**src/rtl/manch_pkg.sv**
```systemverilog
// Shared Manchester definitions: FSM states, wire symbols and default sync word.
// The decoder uses the same symbol constants, so both ends agree on "10" = 1.
package manch_pkg;

  typedef enum logic [2:0] {
    IDLE,
    PRE,
    SYNC,
    DATA,
    GAP
  } state_t;

  // Wire pattern per logical bit, first half in bit [1], second half in bit [0].
  localparam logic [1:0] SYM_ONE  = 2'b10;
  localparam logic [1:0] SYM_ZERO = 2'b01;

  localparam logic [7:0] DEFAULT_SYNC_WORD = 8'hD5;

  // Half-symbol for a logical bit: phase 0 selects the first half, phase 1 the second.
  function automatic logic half_symbol(input logic bit_val, input logic half_sel);
    logic [1:0] sym;
    sym = bit_val ? SYM_ONE : SYM_ZERO;
    return half_sel ? sym[0] : sym[1];
  endfunction

endpackage

```
**src/rtl/manch_sym_gen.sv**
```systemverilog
// Registered Manchester half-symbol generator driving the line output.
module manch_sym_gen
  import manch_pkg::*;
(
  input  logic clk2x,
  input  logic rst_n,
  input  logic en,
  input  logic bit_val,
  input  logic phase,
  output logic dout
);

  // Register the selected half-symbol; the line idles low whenever en is low.
  always_ff @(posedge clk2x or negedge rst_n) begin
    if (!rst_n) begin
      dout <= 1'b0;
    end else begin
      dout <= en ? half_symbol(bit_val, phase) : 1'b0;
    end
  end

endmodule

```
**src/rtl/manch_encoder.sv**
```systemverilog
// Frame-level Manchester transmitter: preamble, sync word, payload (MSB first), forced gap.
module manch_encoder
  import manch_pkg::*;
#(
  parameter int                DATA_W    = 8,
  parameter int                PRE_BITS  = 8,
  parameter int                SYNC_W    = 8,
  parameter logic [SYNC_W-1:0] SYNC_WORD = SYNC_W'(DEFAULT_SYNC_WORD),
  parameter int                GAP_HALF  = 4
) (
  input  logic              clk2x,
  input  logic              rst_n,
  input  logic              tx_valid,
  input  logic [DATA_W-1:0] tx_data,
  output logic              tx_ready,
  input  logic              tx_abort,
  output logic              dout,
  output logic              busy
);

  localparam int MAX_BITS = (PRE_BITS > SYNC_W) ?
                            ((PRE_BITS > DATA_W) ? PRE_BITS : DATA_W) :
                            ((SYNC_W > DATA_W) ? SYNC_W : DATA_W);
  localparam int BIT_W = $clog2(MAX_BITS + 1);
  localparam int GAP_W = $clog2(GAP_HALF + 1);

  state_t             state, state_nx;
  logic               phase, phase_nx;
  logic [BIT_W-1:0]   bit_cnt, bit_nx;
  logic [GAP_W-1:0]   gap_cnt, gap_nx;
  logic [DATA_W-1:0]  data_sr, data_nx;
  logic [SYNC_W-1:0]  sync_sr, sync_nx;
  logic               tx_ready_q, ready_nx;
  logic               sym_en, sym_bit, last_bit;

  // State, counters and shift registers; everything clears on reset so no partial word survives.
  always_ff @(posedge clk2x or negedge rst_n) begin
    if (!rst_n) begin
      state      <= IDLE;
      phase      <= 1'b0;
      bit_cnt    <= '0;
      gap_cnt    <= '0;
      data_sr    <= '0;
      sync_sr    <= '0;
      tx_ready_q <= 1'b0;
    end else begin
      state      <= state_nx;
      phase      <= phase_nx;
      bit_cnt    <= bit_nx;
      gap_cnt    <= gap_nx;
      data_sr    <= data_nx;
      sync_sr    <= sync_nx;
      tx_ready_q <= ready_nx;
    end
  end

  // Next-state logic: walk PRE/SYNC/DATA one half-bit per cycle, abort jumps straight to GAP.
  always_comb begin
    state_nx = state;
    phase_nx = phase;
    bit_nx   = bit_cnt;
    gap_nx   = gap_cnt;
    data_nx  = data_sr;
    sync_nx  = sync_sr;
    sym_en   = 1'b0;
    sym_bit  = 1'b0;
    last_bit = 1'b0;
    case (state)
      IDLE: begin
        if (tx_valid && tx_ready_q) begin
          state_nx = PRE;
          data_nx  = tx_data;
          sync_nx  = SYNC_WORD;
          phase_nx = 1'b0;
          bit_nx   = '0;
          gap_nx   = '0;
        end
      end
      PRE, SYNC, DATA: begin
        if (tx_abort) begin
          state_nx = GAP;
          phase_nx = 1'b0;
          bit_nx   = '0;
          gap_nx   = '0;
          data_nx  = '0;
        end else begin
          sym_en   = 1'b1;
          phase_nx = ~phase;
          case (state)
            PRE: begin
              sym_bit  = 1'b1;
              last_bit = (bit_cnt == BIT_W'(PRE_BITS - 1));
            end
            SYNC: begin
              sym_bit  = sync_sr[SYNC_W-1];
              last_bit = (bit_cnt == BIT_W'(SYNC_W - 1));
            end
            default: begin
              sym_bit  = data_sr[DATA_W-1];
              last_bit = (bit_cnt == BIT_W'(DATA_W - 1));
            end
          endcase
          if (phase) begin
            if (state == SYNC) sync_nx = {sync_sr[SYNC_W-2:0], 1'b0};
            if (state == DATA) data_nx = {data_sr[DATA_W-2:0], 1'b0};
            if (last_bit) begin
              bit_nx = '0;
              case (state)
                PRE:     state_nx = SYNC;
                SYNC:    state_nx = DATA;
                default: state_nx = GAP;
              endcase
            end else begin
              bit_nx = bit_cnt + BIT_W'(1);
            end
          end
        end
      end
      GAP: begin
        if (gap_cnt == GAP_W'(GAP_HALF - 1)) begin
          state_nx = IDLE;
          gap_nx   = '0;
        end else begin
          gap_nx = gap_cnt + GAP_W'(1);
        end
      end
      default: state_nx = IDLE;
    endcase
    ready_nx = (state_nx == IDLE);
  end

  assign tx_ready = tx_ready_q;
  assign busy     = (state != IDLE);

  manch_sym_gen u_sym_gen (
    .clk2x   (clk2x),
    .rst_n   (rst_n),
    .en      (sym_en),
    .bit_val (sym_bit),
    .phase   (phase),
    .dout    (dout)
  );

endmodule

```
**config.mk**
```make
export PLATFORM = sky130hd
export DESIGN_NAME = manch_encoder
export DESIGN_NICKNAME = d
export VERILOG_FILES = /design/src/rtl/manch_pkg.sv /design/src/rtl/manch_sym_gen.sv /design/src/rtl/manch_encoder.sv
export SDC_FILE = /design/constraint.sdc
export NUM_CORES = 1
export LEC_CHECK = 0
export ABC_CLOCK_PERIOD_IN_PS = 1660
export BUFFER_PORTS_ARGS = -buffer_cell sky130_fd_sc_hd__buf_2
export CORE_ASPECT_RATIO = 1.75
export CORE_MARGIN = 3
export CORE_UTILIZATION = 40
export DETAILED_ROUTE_END_ITERATION = 10
export PLACE_DENSITY = 0.63
export SYNTH_ARGS = -nofsm -noshare
export SYNTH_HDL_FRONTEND = slang
export SYNTH_SLANG_ARGS = --single-unit
```
**constraint.sdc**
```tcl
create_clock -name clk2x -period 1.66 [get_ports clk2x]
set_input_delay 0.415 -clock clk2x [delete_from_list [all_inputs] [get_ports clk2x]]
set_output_delay 0.415 -clock clk2x [all_outputs]
set_load 0.03 [all_outputs]
```
==> flow_summary.toml <==
[grt]
gr-total-overflow = 0
grt_pass1_wl_um = 5510
antenna_found_initial = 0
grt_pass1_vias = 1190
grt_start_max_net_pins = 30
grtUsageTotal_pct = 16.7

[cells_and_area]
final_common_cell = "dfrtp_1"
antenna_cells = 0
drive_gt1_share_pct = 33.7
final_cell_mix = "dfrtp_1 (27), nand2_1 (15), buf_2 (13), buf_4 (13), a22o_1 (11)"
post-route-util_pct = 52.7
syn_to_final_growth_pct = 24.6
fin_area_sq_mm = 0.00181
fin_cells = 208
fill_cells = 338
fin_nets = 176

[status]
outcome = "finished clean"

[placed_design]
gp_congestion = 0.830
place_area_sq_mm = 0.00161
dpl_worst_slack_ns = -0.0108
place_inst = 195
dp_hpwl_um = 2250
portBuffers = 14

[drt]
routedWlPerCell_um = 15.5
final_antenna_net_count = 0
dr.pass1.iters = 4
route.detailed.drc = 0
avgViaCountPerCell = 5.43
first_iter_violations = 27
num_vias = 1129
wirelength_um = 3230

[clock_network]
numCtsBuffers = 5
cts_sinks = 29
ctsHoldBuffers = 0
clk_latency_ns = 0.28
clockBufferDepth = 2
cts.clk_slew.worst_paths_ns = 0.06
tritoncts = "done"
htreeDepth = 2
cts_root_buf = "clkbuf_8"

[timing]
finalSetupViolCount = 0
tightest_slew_ns = 0.640
drv_slew = 0
final.period_utilization_pct = 97.6
setup_slack_ns = 0.0407
relSlewSlack_pct = 57.3
clock.fmax_mhz = 618
clock-skew-final_ns = 0.00300
finalCriticalPeriod_ns = 1.62
finalHoldViolations = 0

[worst_hold_path]
hold_class = "input pin to asynchronous set/reset pin"

[power]
power_density_mw_per_mm2 = 1700
vdd_drop_max_mv = 0.999
p_leak_uw = 0.000796
finalPower_uw = 3080

[worst_setup_path]
reg2reg_slack_ns = 0.06
reg2reg_depth = 5
crit_required_ns = 1.24
crit_arrival_ns = 1.20
path_class = "flop to primary output"
r2r-start = "state[1]$_DFF_PN0_"
cp-end-kind = "primary output"
cp_max_fo = 2
timing.rr.end = "sync_sr[5]$_DFFE_PN0P_"
cp-start-kind = "flop"

[floorplan]
row_count = 28
fp.coreArea_sq_mm = 0.00343
die_w_um = 51.6
die_h_um = 85.7
start_util_pct = 42.3
dieArea_sq_mm = 0.00442
ios = 15

[logic_synthesis]
synthesis.nets = 147
ys_warn_count = 0
yosys.cell_types.count = 39
async_flop_share_pct = 100
synth_seq_cells = 29
avgSynthCellArea_sq_um = 10.9
syn_area_sq_mm = 0.00145
synth_enable_flop_cells = 0
synth_flop_cell = "dfrtp_1"
netlist_instances = 133
seq_area_frac_synth_pct = 50.0

[job]
max-cap-violations = 0
[metrics by stage]
step	setup TNS, ns	hold slack (ns)
3_5_place_dp	-0.0274	0.476
4_1_cts	0	0.176
3_3_place_gp	0	0.463
6_report	0	0.157
5_1_grt	-0.00230	0.211
2_1_floorplan	0	0.119
[worst max-delay path by stage]
stage               slack, ns                from                        to  depth (start not counted)
floorplan                0.07  state[0]$_DFF_PN0_                      busy                          3
global placement         0.02            tx_abort    sync_sr[2]$_DFFE_PN0P_                          4
detailed placement      -0.01            tx_abort    sync_sr[4]$_DFFE_PN0P_                          4
CTS                      0.01  state[0]$_DFF_PN0_  u_sym_gen.dout$_DFF_PN0_                          6
global route           -0.002  state[1]$_DFF_PN0_    sync_sr[1]$_DFFE_PN0P_                          5
finish                   0.04  state[0]$_DFF_PN0_                      busy                          4
[final cells by class]
cell class,count,area (sq um),share of cell area (%)
tap,45,56.3,3.11
inverter,3,11.3,0.622
clock buffer,7,86.3,4.77
timing repair buffer,30,211,11.7
sequential,29,728,40.2
multi-input combinational,93,687,37.9
clock inverter,1,30.0,1.66
[repair_timing]
action / 4_1_cts / 5_1_grt
setup endpoints to repair: 1 / 8
setup buffers: 3 / 2
hold endpoints to repair: 0 / 0
resized for setup: 4 / 9
pin swaps: 0 / 4
[layer usage]
layer  routed length, um  share of wire [%]  GRT usage (%)  up-vias
li1                    -                  -              -      550
met1                1270                 39           17.5      558
met2                1780                 55           29.8       14
met3                 112                3.5           5.04        7
met4                  65                2.0           7.16        0
met5                   0                  0              0        -
[worst max-delay path, cell delays in order, from the launching register on]
cell and delay [ns]:
dfrtp_2 0.43, nor2_4 0.14, buf_8 0.10, nand2_1 0.08, buf_4 0.18
[power breakdown]
part           internal [uW]  switching [uW]  leakage [uW]
Combinational            636             669      0.000383
Sequential               889             138      0.000355
Clock                    489             259     0.0000585
[synth_stat cells, drive strengths merged, types with 2 or more instances]
cell type,n,share of area [%]
a211o,2,1.2
nor3,3,1.0
mux2,8,6.2
o22a,4,2.4
nand3b,3,1.6
ha,2,1.7
inv,3,0.78
o22ai,3,1.3
nand2,15,3.9
o21ai,5,1.7
a22o,11,6.6
a21oi,3,1.0
dfrtp,29,50
nand3,6,2.1
buf,7,3.4
a31oi,3,2.3
nor2,8,3.1
xor2,2,1.2
or3,2,1.2
[registers in the layout (all words and copies together), names as in the netlist]
name / count
bit_cnt: 4
data_sr: 8
gap_cnt: 3
phase: 1
state: 3
sync_sr: 8
tx_ready: 1
u_sym_gen.dout: 1
[cell families (layout without fill, tap and decap cells)]
group / Yosys count / in the layout / share of synthesized area, %
XOR/XNOR: 2 / 2 / 1.21
AND/OR/NAND/NOR: 44 / 44 / 16.4
multiplexers: 8 / 8 / 6.20
flip-flops: 29 / 29 / 50.0
buffers and inverters: 11 / 41 / 4.39
adder cells (fa/ha/maj): 2 / 2 / 1.72
AO/OA/AOI/OAI: 37 / 37 / 20.2
(Power assumes the default switching activity.)
